[src/rtl/spi_reg_bank_if.sv]
// SPI-side bus between the SPI slave and the register bank: completed frames in,
// readback words out.
interface spi_reg_bank_if;
    logic        spi_rx;
    logic [7:0]  spi_address_bits;
    logic [31:0] spi_data_bits;
    logic [31:0] spi_reg_0;
    logic [31:0] spi_reg_1;
    logic [31:0] spi_reg_2;
    logic [31:0] spi_reg_3;

    modport master (
        output spi_rx, spi_address_bits, spi_data_bits,
        input  spi_reg_0, spi_reg_1, spi_reg_2, spi_reg_3
    );

    modport slave (
        input  spi_rx, spi_address_bits, spi_data_bits,
        output spi_reg_0, spi_reg_1, spi_reg_2, spi_reg_3
    );
endinterface

[src/rtl/spi_reg_bank.sv]
// Stepper control register bank: commits SPI write frames, double-buffers the step
// period, issues start pulses and tracks a sticky fault plus a saturating error count.
module spi_reg_bank #(
    parameter logic [23:0] PERIOD_RESET = 24'd1000,
    parameter int          ERR_W        = 6
) (
    input  logic                clk,
    input  logic                i_Rst_L,
    spi_reg_bank_if.slave       bus,
    input  logic                i_step_boundary,
    input  logic                i_busy,
    input  logic                i_fault,
    input  logic [23:0]         i_position,
    output logic                o_enable,
    output logic                o_dir,
    output logic [2:0]          o_microstep,
    output logic [23:0]         o_period,
    output logic [23:0]         o_target_steps,
    output logic                o_start,
    output logic                o_fault_sticky
);

    function automatic logic [ERR_W-1:0] sat_inc(input logic [ERR_W-1:0] v);
        return (&v) ? v : v + ERR_W'(1);
    endfunction

    logic             spi_rx_q;
    logic [23:0]      shadow;
    logic [ERR_W-1:0] err_cnt;

    logic             wr_stb;
    logic [6:0]       addr;
    logic [31:0]      data;
    logic             enable_n, dir_n, start_n, fault_n, clear, err_inc;
    logic [2:0]       microstep_n;
    logic [23:0]      shadow_n, period_n, target_n;
    logic [ERR_W-1:0] err_n;

    always_comb begin
        wr_stb      = bus.spi_rx & ~spi_rx_q & bus.spi_address_bits[7];
        addr        = bus.spi_address_bits[6:0];
        data        = bus.spi_data_bits;
        enable_n    = o_enable;
        dir_n       = o_dir;
        microstep_n = o_microstep;
        shadow_n    = shadow;
        target_n    = o_target_steps;
        start_n     = 1'b0;
        clear       = 1'b0;
        err_inc     = 1'b0;
        if (wr_stb) begin
            case (addr)
                7'd0: begin
                    enable_n    = data[0];
                    dir_n       = data[1];
                    microstep_n = data[4:2];
                    clear       = data[9];
                    // A start request with the move disabled is dropped without error.
                    if (data[8] && data[0]) begin
                        if (i_busy) err_inc = 1'b1;
                        else        start_n = 1'b1;
                    end
                end
                7'd1: shadow_n = (data[23:0] == 24'd0) ? 24'd1 : data[23:0];
                7'd2: begin
                    if (i_busy) err_inc  = 1'b1;
                    else        target_n = data[23:0];
                end
                default: err_inc = 1'b1;
            endcase
        end
        // Active period takes the pre-write shadow, so a coincident write waits a boundary.
        period_n = (i_step_boundary || !i_busy) ? shadow : o_period;
        fault_n  = i_fault | (o_fault_sticky & ~clear);
        if (clear)        err_n = '0;
        else if (err_inc) err_n = sat_inc(err_cnt);
        else              err_n = err_cnt;
    end

    always_ff @(posedge clk) begin
        if (!i_Rst_L) begin
            spi_rx_q       <= 1'b1;
            o_enable       <= 1'b0;
            o_dir          <= 1'b0;
            o_microstep    <= 3'd0;
            shadow         <= PERIOD_RESET;
            o_period       <= PERIOD_RESET;
            o_target_steps <= 24'd0;
            o_start        <= 1'b0;
            o_fault_sticky <= 1'b0;
            err_cnt        <= '0;
            bus.spi_reg_0  <= 32'd0;
            bus.spi_reg_1  <= 32'd0;
            bus.spi_reg_2  <= 32'd0;
            bus.spi_reg_3  <= 32'd0;
        end else begin
            spi_rx_q       <= bus.spi_rx;
            o_enable       <= enable_n;
            o_dir          <= dir_n;
            o_microstep    <= microstep_n;
            shadow         <= shadow_n;
            o_period       <= period_n;
            o_target_steps <= target_n;
            o_start        <= start_n;
            o_fault_sticky <= fault_n;
            err_cnt        <= err_n;
            bus.spi_reg_0  <= {27'd0, microstep_n, dir_n, enable_n};
            bus.spi_reg_1  <= {8'd0, shadow_n};
            bus.spi_reg_2  <= {8'd0, target_n};
            bus.spi_reg_3  <= {i_busy, fault_n, 6'(err_n), i_position};
        end
    end

endmodule

[src/flat_wrapper.sv]
// flat-port wrapper written by rule: the top's interface ports become plain ports
module spi_reg_bank_flat 
#(
    parameter logic [23:0] PERIOD_RESET = 24'd1000,
    parameter int          ERR_W        = 6
)
  (clk, i_Rst_L, i_step_boundary, i_busy, i_fault, i_position, o_enable, o_dir, o_microstep, o_period, o_target_steps, o_start, o_fault_sticky, bus_spi_rx, bus_spi_address_bits, bus_spi_data_bits, bus_spi_reg_0, bus_spi_reg_1, bus_spi_reg_2, bus_spi_reg_3);
  spi_reg_bank_if bus_i ();
  input  logic clk;
  input  logic i_Rst_L;
  input  logic i_step_boundary;
  input  logic i_busy;
  input  logic i_fault;
  input  logic [23:0] i_position;
  output logic o_enable;
  output logic o_dir;
  output logic [2:0] o_microstep;
  output logic [23:0] o_period;
  output logic [23:0] o_target_steps;
  output logic o_start;
  output logic o_fault_sticky;
  input wire logic [$bits(bus_i.spi_rx)-1:0] bus_spi_rx;
  input wire logic [$bits(bus_i.spi_address_bits)-1:0] bus_spi_address_bits;
  input wire logic [$bits(bus_i.spi_data_bits)-1:0] bus_spi_data_bits;
  output wire logic [$bits(bus_i.spi_reg_0)-1:0] bus_spi_reg_0;
  output wire logic [$bits(bus_i.spi_reg_1)-1:0] bus_spi_reg_1;
  output wire logic [$bits(bus_i.spi_reg_2)-1:0] bus_spi_reg_2;
  output wire logic [$bits(bus_i.spi_reg_3)-1:0] bus_spi_reg_3;
  assign bus_i.spi_rx = bus_spi_rx;
  assign bus_i.spi_address_bits = bus_spi_address_bits;
  assign bus_i.spi_data_bits = bus_spi_data_bits;
  assign bus_spi_reg_0 = bus_i.spi_reg_0;
  assign bus_spi_reg_1 = bus_i.spi_reg_1;
  assign bus_spi_reg_2 = bus_i.spi_reg_2;
  assign bus_spi_reg_3 = bus_i.spi_reg_3;
  spi_reg_bank #(.PERIOD_RESET(PERIOD_RESET), .ERR_W(ERR_W)) u_core (.clk(clk), .i_Rst_L(i_Rst_L), .bus(bus_i), .i_step_boundary(i_step_boundary), .i_busy(i_busy), .i_fault(i_fault), .i_position(i_position), .o_enable(o_enable), .o_dir(o_dir), .o_microstep(o_microstep), .o_period(o_period), .o_target_steps(o_target_steps), .o_start(o_start), .o_fault_sticky(o_fault_sticky));
endmodule
[config.mk]
export PLATFORM = sky130hd
export DESIGN_NAME = spi_reg_bank_flat
export DESIGN_NICKNAME = d
export VERILOG_FILES = /design/src/rtl/spi_reg_bank_if.sv /design/src/rtl/spi_reg_bank.sv /design/src/flat_wrapper.sv
export SDC_FILE = /design/constraint.sdc
export NUM_CORES = 1
export LEC_CHECK = 0
export BUFFER_PORTS_ARGS = -buffer_cell sky130_fd_sc_hd__clkbuf_2
export CAP_MARGIN = 15
export CORE_MARGIN = 2
export CORE_UTILIZATION = 41
export CTS_BUF_LIST = sky130_fd_sc_hd__clkbuf_16
export DETAILED_ROUTE_END_ITERATION = 12
export PLACE_DENSITY = 0.77
export SYNTH_ARGS = -nofsm -noshare
export SYNTH_HDL_FRONTEND = slang
export SYNTH_SLANG_ARGS = --single-unit
[constraint.sdc]
create_clock -name clk -period 1.56 [get_ports clk]
set_input_delay 0.156 -clock clk [delete_from_list [all_inputs] [get_ports clk]]
set_output_delay 0.156 -clock clk [all_outputs]
set_load 0.01 [all_outputs]
==> results of run 1 <==
flip-flops by register name, indices dropped and copies added, names as in the netlist:
register and cells:
u_core.bus.spi_reg_2 24, u_core.err_cnt 5, u_core.spi_rx_q 1, u_core.shadow 24
u_core.o_period 24, u_core.bus.spi_reg_3 27, u_core.bus.spi_reg_0 2, u_core.o_microstep 3
u_core.o_start 1, u_core.bus.spi_reg_1 6
cell usage in the layout (no fill, tap or decap), types with 9 or more instances in the layout:
cell	Yosys	routed
conb_1	1	43
nand2_1	95	95
nor2_1	33	33
and2_1	26	26
clkbuf_16	0	19
mux2i_1	30	25
buf_4	95	19
dfxtp_1	117	116
dlygate4sd3_1	0	29
nor4_1	9	9
a21oi_1	38	38
nand3_1	13	13
clkbuf_2	0	201
synthesized netlist by cell type, types with 4 or more instances:
library cell,instances
a21oi_1,38
and2_1,26
buf_4,95
clkbuf_1,18
dfxtp_1,117
inv_1,4
mux2i_1,30
nand2_1,95
nand3_1,13
nand4_1,4
nor2_1,33
nor3_1,4
nor4_1,9
o21ai_0,9
timing repair:
action	CTS	global route
gates resized for setup	2	11
pin swaps	2	11
buffers inserted	2	1
hold endpoints to repair	29	0
cloned	1	2
endpoints found under the setup margin	6	41
hold buffers	29	0
final cells by class:
| type | instances | area (um^2) | area share, % |
|---|---|---|---|
| Clock buffer | 17 | 425 | 6.48 |
| Clock inverter | 15 | 123 | 1.87 |
| Inverter | 4 | 15.0 | 0.229 |
| Multi-Input combinational cell | 332 | 1800 | 27.3 |
| Sequential cell | 117 | 2340 | 35.7 |
| Tap cell | 143 | 179 | 2.72 |
| Timing Repair Buffer | 261 | 1690 | 25.7 |
report_power, final:
part | leakage [nW] | internal [mW] | total (mW) | switching (mW)
clock | 0.275 | 2.29 | 3.59 | 1.30
combinational | 1.79 | 0.209 | 0.491 | 0.282
sequential | 0.953 | 3.05 | 3.06 | 0.0176
total | 3.02 | 5.55 | 7.15 | 1.60
per-layer routing:
| metal | global-route usage (%) | routed length [um] | up-vias |
|---|---|---|---|
| met4 | 7.98 | 239 | 0 |
| met3 | 6.75 | 1020 | 26 |
| met1 | 23.5 | 5310 | 1908 |
| li1 | - | - | 2026 |
| met5 | 0 | 0 | - |
| met2 | 36.2 | 6550 | 215 |
stage by stage:
| step | setup TNS, ns | setup WS (ns) | util (%) | cell area, um^2 | hold WS (ns) |
|---|---|---|---|---|---|
| after floorplan | 0 | 0.0691 | - | 4920 | 0.257 |
| after global placement | -0.926 | -0.0683 | 49.0 | 5570 | 0.362 |
| after detailed placement | -1.78 | -0.0837 | 49.0 | 5570 | 0.365 |
| final | -0.0516 | -0.0232 | 57.8 | 6570 | 0.0179 |
| after global routing | -1.99 | -0.0801 | 57.8 | 6570 | 0.0123 |
| after CTS | -0.175 | -0.0204 | 56.9 | 6470 | 0.00335 |
cell families after synthesis:
group	Yosys count	share of synthesized area, %
mux	30	6.30
compound gates	57	7.12
other cells	1	0.0787
fa+ha+maj	1	0.263
buf+inv	121	17.1
simple gates	201	20.0
flops	117	49.2
worst max-delay path by stage:
| stage | start | endpoint | slack [ns] | cells after the start |
|---|---|---|---|---|
| finish | u_core.spi_rx_q | u_core.bus.spi_reg_2[1] | -0.02 | 6 |
| global route | u_core.spi_rx_q | u_core.bus.spi_reg_2[11] | -0.08 | 6 |
| detailed placement | bus_spi_address_bits[4] | u_core.bus.spi_reg_3[30] | -0.08 | 5 |
| global placement | bus_spi_address_bits[4] | u_core.bus.spi_reg_3[30] | -0.07 | 5 |
| floorplan | u_core.spi_rx_q | u_core.shadow[8] | 0.07 | 6 |
| CTS | u_core.spi_rx_q | u_core.bus.spi_reg_2[4] | -0.02 | 5 |
worst max-delay path, cell delays in order, from the launching register on:
cell and delay (ns):
dfxtp_2 0.32, and4bb_2 0.35, and4_4 0.27, buf_12 0.12, clkbuf_16 0.15, mux2i_1 0.18
nor2_1 0.06
==> flow_metrics.env, run 1 <==
export IMPL_status="complete, but fails checks"
export IMPL_failed_checks="setup timing"
export IMPL_fmax_mhz=632
export IMPL_worst_r2r_startpoint="u_core.spi_rx_q"
export IMPL_fin_crit_sh_pct=101
export IMPL_cts_root_buf="clkbuf_16"
export IMPL_min_delay_path_class="in2reg"
export IMPL_die_w_um=112
export IMPL_drv_cap=0
export IMPL_numCtsBuffers=17
export IMPL_hold_violations=0
export IMPL_asyncSetResetFlopFracSynth_pct=0
export IMPL_most_area_consuming_cells_after_synthesis="dfxtp_1 (49%), buf_4 (15%), nand2_1 (7.5%), mux2i_1 (6.3%), a21oi_1 (4.0%)"
export IMPL_synth_cell_types=40
export IMPL_synth_top_cell_area_share_pct=49.2
export IMPL_route_vias_total=4175
export IMPL_grt_max_degree=61
export IMPL_wl_per_cell_um=14.8
export IMPL_floorplan_die_area_um2=12500
export IMPL_report_final_setup_viol=5
export IMPL_post_synth_top_area_cell="dfxtp_1"
export IMPL_reg2reg_slack_ns=-0.02
export IMPL_total_routing_resource_utilization_after_global_routing_pct=20.7
export IMPL_detailedPlacementHpwl_um=8950
export IMPL_finalNonFillerCells=889
export IMPL_nets=804
export IMPL_post_route_drc_count=0
export IMPL_finalWeightedCongestion=0.806
export IMPL_ios=253
export IMPL_ir_drop_mv=0.912
export IMPL_yosys_register_bits=117
export IMPL_worst_setup_start_kind="register"
export IMPL_first_global_vias=3970
export IMPL_vias_per_cell=4.70
export IMPL_grt_ovfl_total=0
export IMPL_critPathArrivalTime_ns=1.87
export IMPL_rr_endpoint="u_core.bus.spi_reg_2[1]"
export IMPL_power_leakage_nw=3.02
export IMPL_cts_buffer_depth=2
export IMPL_whs_path_depth=3
export IMPL_initialDrtViolationCount=241
export IMPL_clk_pin_slew_worst_paths_ns=0.05
export IMPL_num_rows=39
export IMPL_design_power_total_mw=7.15
export IMPL_coreArea_um2=11400
export IMPL_portBuffers=201
export IMPL_antenna_violations_before_repair=0
export IMPL_antenna_cells_inserted=0
export IMPL_ys_warn_count=0
export IMPL_finalMaxSlewViolations=0
export IMPL_grt_pass1_wl_um=20200
export IMPL_tritoncts_sinks=117
export IMPL_routed_wirelength_um=13100
export IMPL_hp_start="bus_spi_data_bits[15]"
export IMPL_worst_skew_pair_late_latency_ns=0.41
export IMPL_synth_top_flop_cell="dfxtp_1"
export IMPL_worstPathRequired_ns=1.85
export IMPL_final_antenna_net_count=0
export IMPL_worst_hold_path_endpoint="u_core.shadow[15]"
export IMPL_detail_route_first_pass_iterations=4
export IMPL_critPathKind="reg2reg"
export IMPL_synth_cells=528
export IMPL_layout_filler_cells=1008
export IMPL_cts_tree="done"
export IMPL_timing_final_crit_period_ns=1.58
export IMPL_skew_ns=0.00841
export IMPL_post_synth_instance_area_um2=4760
export IMPL_number_of_synthesized_flops_with_an_enable_pin=0
export IMPL_kind_of_end_point_of_the_critical_path="register"
export IMPL_drive_above_1_share_pct=37.0
export IMPL_power_per_cell_area_nw_per_um2=1090
export IMPL_critPathMaxFanout=5
export IMPL_die_h_um=112
export IMPL_clock_tree_htree_level_count=4
export IMPL_grt_setup_unrepaired="yes"
export IMPL_start_util_pct=41.9
export IMPL_final_critical_path_setup_slack_ns=-0.0232
export IMPL_placedCellCount=822
export IMPL_area_delta_synth_final_pct=37.9
export IMPL_ff2ff_path_depth=6
export IMPL_post_synthesis_area_per_instance_um2=9.02
export IMPL_post_synthesis_sequential_area_ratio_pct=49.2
No activity file was read; power rests on OpenSTA's default activity.
==> inputs of run 2 (changes only) <==
TNS_END_PERCENT = 10   (was unset)
==> run 2 against run 1 <==
Net effect: cell count fell by 0.11%; sequential share of layout area rose by 0.24 points; via count fell by 0.65%; the run still ends with setup timing left; register-to-register slack barely moved; total power barely moved; design area fell by 0.67%; worst setup slack improved by 0.0055 ns; sequential power barely moved; critical path depth did not move; wire length fell by 1.5%.
==> flow_metrics.env, run 2 (synthesis gave the netlist of run 1 again) <==
export IMPL_die_w_um=112
export IMPL_total_routing_resource_utilization_after_global_routing_pct=20.7
export IMPL_final_antenna_net_count=0
export IMPL_report_final_setup_viol=2
export IMPL_detailedPlacementHpwl_um=8950
export IMPL_skew_ns=0.0112
export IMPL_critPathArrivalTime_ns=1.86
export IMPL_most_common_layout_cells="clkbuf_2 (201), dfxtp_1 (116), nand2_1 (95), conb_1 (43), a21oi_1 (38)"
export IMPL_drv_cap=0
export IMPL_reg2reg_slack_ns=-0.02
export IMPL_hold_violations=0
export IMPL_design_power_total_mw=7.15
export IMPL_grt_setup_unrepaired="yes"
export IMPL_initialDrtViolationCount=251
export IMPL_grt_pass1_wl_um=20200
export IMPL_timing_final_crit_period_ns=1.58
export IMPL_final_critical_path_setup_slack_ns=-0.0177
export IMPL_ff2ff_path_depth=6
export IMPL_nets=803
export IMPL_min_delay_path_class="in2reg"
export IMPL_first_global_vias=3970
export IMPL_start_util_pct=41.9
export IMPL_worstPathRequired_ns=1.85
export IMPL_route_vias_total=4148
export IMPL_leading_cell_type_in_the_layout_fill_and_taps_excluded="clkbuf_2"
export IMPL_clk_pin_slew_worst_paths_ns=0.05
export IMPL_ir_drop_mv=0.922
export IMPL_coreArea_um2=11400
export IMPL_floorplan_die_area_um2=12500
export IMPL_failed_checks="setup timing"
export IMPL_rr_endpoint="u_core.bus.spi_reg_2[8]"
export IMPL_cts_tree="done"
export IMPL_portBuffers=201
export IMPL_clock_tree_htree_level_count=4
export IMPL_die_h_um=112
export IMPL_worst_skew_pair_late_latency_ns=0.41
export IMPL_fmax_mhz=634
export IMPL_num_rows=39
export IMPL_hp_start="bus_spi_data_bits[13]"
export IMPL_status="complete, but fails checks"
export IMPL_grt_ovfl_total=0
export IMPL_numCtsBuffers=17
export IMPL_finalMaxSlewViolations=0
export IMPL_critPathMaxFanout=11
export IMPL_worst_hold_path_endpoint="u_core.shadow[13]"
export IMPL_ios=253
export IMPL_cts_buffer_depth=2
export IMPL_worst_setup_start_kind="register"
export IMPL_antenna_violations_before_repair=0
export IMPL_post_route_setup_tns_ns=-0.0208
export IMPL_tritoncts_sinks=117
export IMPL_power_per_cell_area_nw_per_um2=1100
export IMPL_detail_route_first_pass_iterations=4
export IMPL_critPathKind="reg2reg"
export IMPL_worst_r2r_startpoint="u_core.spi_rx_q"
export IMPL_largest_register="u_core.bus.spi_reg_3"
export IMPL_grt_max_degree=61
export IMPL_area_delta_synth_final_pct=37.0
export IMPL_finalWeightedCongestion=0.806
export IMPL_largest_register_ffs=27
export IMPL_whs_path_depth=3
export IMPL_routed_wirelength_um=12900
export IMPL_vias_per_cell=4.67
export IMPL_fin_crit_sh_pct=101
export IMPL_kind_of_end_point_of_the_critical_path="register"
export IMPL_placement_setup_worst_slack_ns=-0.0837
export IMPL_wl_per_cell_um=14.6
export IMPL_cts_root_buf="clkbuf_16"
export IMPL_antenna_cells_inserted=0
export IMPL_power_leakage_nw=3.00
export IMPL_drive_above_1_share_pct=36.4
export IMPL_post_route_drc_count=0
[run 2: worst max-delay path: stages (launching register included)]
cell and delay [ns]:
dfxtp_2 0.32, and4bb_2 0.35, and4_4 0.27, buf_12 0.11
buf_12 0.14, mux2i_1 0.20, nor2_1 0.06
[run 2: timing repair]
action	CTS	global route
setup endpoints to repair	6	41
buffers inserted	2	1
pin swaps	2	6
hold endpoints to repair	29	0
hold buffers	29	0
gates cloned	1	1
gates resized for setup	2	6
[run 2: area by class of cell]
cell class	count	area, um^2
clock inverters	15	123
well taps	143	179
fillers	1012	4840
clock buffers	17	425
multi-input cells	332	1780
repair buffers	260	1660
inverters	4	15.0
flip-flops and latches	117	2340
[run 2: power by group]
group	internal, mW	switching (mW)	total (mW)
logic	0.208	0.281	0.489
registers	3.05	0.0176	3.06
clock network	2.29	1.30	3.59
[run 2: stage by stage]
stage	area [um^2]	std cells	util (%)	hold slack [ns]
after floorplan	4920	570	-	0.257
after global placement	5570	822	49.0	0.362
after detailed placement	5570	822	49.0	0.365
after CTS	6470	886	56.9	0.00335
after global routing	6530	888	57.4	0.0123
final	6530	888	57.4	0.0198
[run 2: how the worst max path moves through the flow]
stage,from,to,depth (start not counted)
2_1_floorplan,u_core.spi_rx_q,u_core.shadow[8],6
3_3_place_gp,bus_spi_address_bits[4],u_core.bus.spi_reg_3[30],5
3_5_place_dp,bus_spi_address_bits[4],u_core.bus.spi_reg_3[30],5
4_1_cts,u_core.spi_rx_q,u_core.bus.spi_reg_2[4],5
5_1_grt,u_core.spi_rx_q,u_core.bus.spi_reg_2[3],6
6_report,u_core.spi_rx_q,u_core.bus.spi_reg_2[8],6
[run 2: layer usage]
metal / global-route usage (%) / vias to the layer above / part of all wire [%]
li1: - / 2025 / -
met1: 23.5 / 1894 / 40
met2: 36.2 / 208 / 51
met3: 6.75 / 21 / 7.7
met4: 7.98 / 0 / 1.5
met5: 0 / - / 0
==> inputs of run 3 (changes only) <==
BUFFER_PORTS_ARGS = unset   (was -buffer_cell sky130_fd_sc_hd__clkbuf_2)
CORE_AREA = 2 2 98 100   (was unset)
CORE_MARGIN = unset   (was 2)
CORE_UTILIZATION = unset   (was 41)
DIE_AREA = 0 0 100 102   (was unset)
DONT_BUFFER_PORTS = 1   (was unset)
PLACE_DENSITY = 0.7   (was 0.77)
==> run 3 against run 2 <==
Net effect: the run now ends clean; total power rose by 11%; cell count shrank 25%; fmax grew 3.0%; first-iteration DRC count decreased by 49%; die area is 18% lower; register-to-register slack gained 0.05 ns; design area down 13%.
==> flow_metrics.env, run 3 (synthesis gave the netlist of run 1 again) <==
export IMPL_initialDrtViolationCount=128
export IMPL_placement_setup_worst_slack_ns=-0.0458
export IMPL_whs_path_depth=2
export IMPL_switching_power_as_a_share_of_total_power_pct=20.3
export IMPL_worst_hold_path_endpoint="u_core.shadow[9]"
export IMPL_largest_register_ffs=27
export IMPL_worst_r2r_startpoint="u_core.spi_rx_q"
export IMPL_most_common_layout_cells="dfxtp_1 (116), nand2_1 (95), dlygate4sd3_1 (52), conb_1 (43), a21oi_1 (38)"
export IMPL_gr_usage_met3_pct=10.1
export IMPL_met2_track_usage_gr_pct=43.1
export IMPL_clock_tree_htree_level_count=4
export IMPL_grt_setup_unrepaired="yes"
export IMPL_detail_route_first_pass_iterations=6
export IMPL_portBuffers=0
export IMPL_route_vias_total=3464
export IMPL_routed_wirelength_um=12500
export IMPL_status="complete, no violations"
export IMPL_clk_pin_slew_worst_paths_ns=0.06
export IMPL_internal_power_mw=6.34
export IMPL_area_delta_synth_final_pct=19.1
export IMPL_antenna_cells_inserted=0
export IMPL_drive_above_1_share_pct=10.3
export IMPL_placedCellCount=577
export IMPL_finalMaxSlewViolations=0
export IMPL_floorplan_die_area_um2=10200
export IMPL_first_global_vias=3338
export IMPL_ff2ff_path_depth=5
export IMPL_ios=253
export IMPL_report_final_setup_viol=0
export IMPL_hold_violations=0
export IMPL_finalWeightedCongestion=0.830
export IMPL_wl_per_cell_um=18.8
export IMPL_grt_ovfl_total=0
export IMPL_nets=610
export IMPL_final_antenna_net_count=0
export IMPL_grt_max_degree=52
export IMPL_power_frac_clock_pct=56.7
export IMPL_tritoncts_sinks=117
export IMPL_pwr_share_comb_pct=4.3
export IMPL_drv_cap=0
export IMPL_power_leakage_nw=2.17
export IMPL_vias_per_cell=5.22
export IMPL_leading_cell_type_in_the_layout_fill_and_taps_excluded="dfxtp_1"
export IMPL_die_w_um=100
export IMPL_post_route_drc_count=0
export IMPL_cts_tree="done"
export IMPL_start_util_pct=52.3
export IMPL_grt_most_used_layer="met2"
export IMPL_final_critical_path_setup_slack_ns=0.0278
export IMPL_critPathKind="reg2reg"
export IMPL_power_per_cell_area_nw_per_um2=1400
export IMPL_post_cts_setup_buffer_count=0
export IMPL_worst_setup_start_kind="register"
export IMPL_largest_register="u_core.bus.spi_reg_3"
export IMPL_critPathArrivalTime_ns=1.80
export IMPL_hp_start="i_Rst_L"
export IMPL_numCtsBuffers=17
export IMPL_worst_skew_pair_late_latency_ns=0.39
export IMPL_coreArea_um2=9110
export IMPL_timing_final_crit_period_ns=1.53
export IMPL_cts_root_buf="clkbuf_16"
export IMPL_grtUsageMet1_pct=24.7
export IMPL_antenna_violations_before_repair=0
export IMPL_reg2reg_slack_ns=0.03
export IMPL_total_routing_resource_utilization_after_global_routing_pct=23.6
export IMPL_fmax_mhz=653
export IMPL_kind_of_end_point_of_the_critical_path="register"
export IMPL_skew_ns=0.0107
export IMPL_rr_endpoint="u_core.bus.spi_reg_2[4]"
export IMPL_worstPathRequired_ns=1.83
export IMPL_die_h_um=102
export IMPL_min_delay_path_class="in2reg"
export IMPL_critPathMaxFanout=11
export IMPL_fin_crit_sh_pct=98.2
export IMPL_p_sw_mw=1.62
export IMPL_cts_buffer_depth=2
export IMPL_seq_power_share_pct=39.0
export IMPL_detailedPlacementHpwl_um=7680
export IMPL_num_rows=35
export IMPL_grt_pass1_wl_um=18200
export IMPL_ir_drop_mv=0.757
export IMPL_finalNonFillerCells=663
==> run 3: cell count changes in the layout (fill, tap and decap cells not counted), moves of 2 or more <==
cell	previous run	this run
clkinv_4	0	2
buf_4	20	9
clkbuf_2	201	0
buf_12	8	5
bufinv_16	2	7
dlygate4sd3_1	29	52
clkinv_2	5	0
==> run 3: metrics by stage <==
stage | utilization [%] | hold WS (ns) | TNS (ns) | power, mW | area, um^2
6_report | 62.3 | 0.0281 | 0 | 7.96 | 5680
5_1_grt | 62.3 | 0.0157 | -0.152 | 8.18 | 5680
4_1_cts | 61.9 | 0.00960 | 0 | 7.98 | 5640
3_5_place_dp | 48.4 | 0.230 | -0.0503 | 3.34 | 4410
3_3_place_gp | 48.4 | 0.227 | -0.00863 | 3.34 | 4410
2_1_floorplan | - | 0.257 | 0 | 3.40 | 4920
==> run 3: area by class of cell <==
class | count | area (um^2)
Clock buffer | 17 | 425
Clock inverter | 15 | 259
Fill cell | 736 | 3430
Inverter | 4 | 15.0
Multi-Input combinational cell | 332 | 1780
Sequential cell | 117 | 2340
Tap cell | 111 | 139
Timing Repair Buffer | 67 | 713
==> run 3: timing repair <==
item	4_1_cts	5_1_grt
setup endpoints to repair	6	37
gates resized for setup	1	5
gates cloned	0	1
pin swaps	0	3
endpoints found under the hold margin	93	0
hold buffers	53	0
==> run 3: worst max path at each step <==
| stage | cells past startpoint | start | slack [ns] | end |
|---|---|---|---|---|
| final | 5 | u_core.spi_rx_q | 0.03 | u_core.bus.spi_reg_2[4] |
| after global routing | 6 | u_core.spi_rx_q | -0.04 | u_core.shadow[12] |
| after CTS | 5 | u_core.err_cnt[1] | 0.02 | u_core.err_cnt[1] |
| after detailed placement | 4 | bus_spi_address_bits[4] | -0.05 | u_core.bus.spi_reg_3[29] |
| after global placement | 4 | bus_spi_address_bits[4] | -0.009 | u_core.bus.spi_reg_3[29] |
| after floorplan | 6 | u_core.spi_rx_q | 0.07 | u_core.shadow[8] |
==> run 3: layer usage <==
metal | up-vias | wire length (um)
li1 | 1626 | -
met1 | 1654 | 4710
met2 | 170 | 6620
met3 | 14 | 961
met4 | 0 | 187
met5 | - | 0
==> run 3: power groups by stage <==
stage	clock [mW]	combinational, mW	sequential, mW
finish	4.51	0.343	3.10
global route	4.70	0.373	3.10
floorplan	0	0.248	3.15
global placement	0	0.177	3.16
detailed placement	0	0.182	3.16
CTS	4.55	0.333	3.10
==> run 3: critical path, cell delays in order, from the launching register on <==
cell and delay (ns):
dfxtp_2 0.32, and4bb_2 0.35, and4_4 0.28, clkbuf_16 0.19
mux2i_1 0.20, nor2_1 0.05
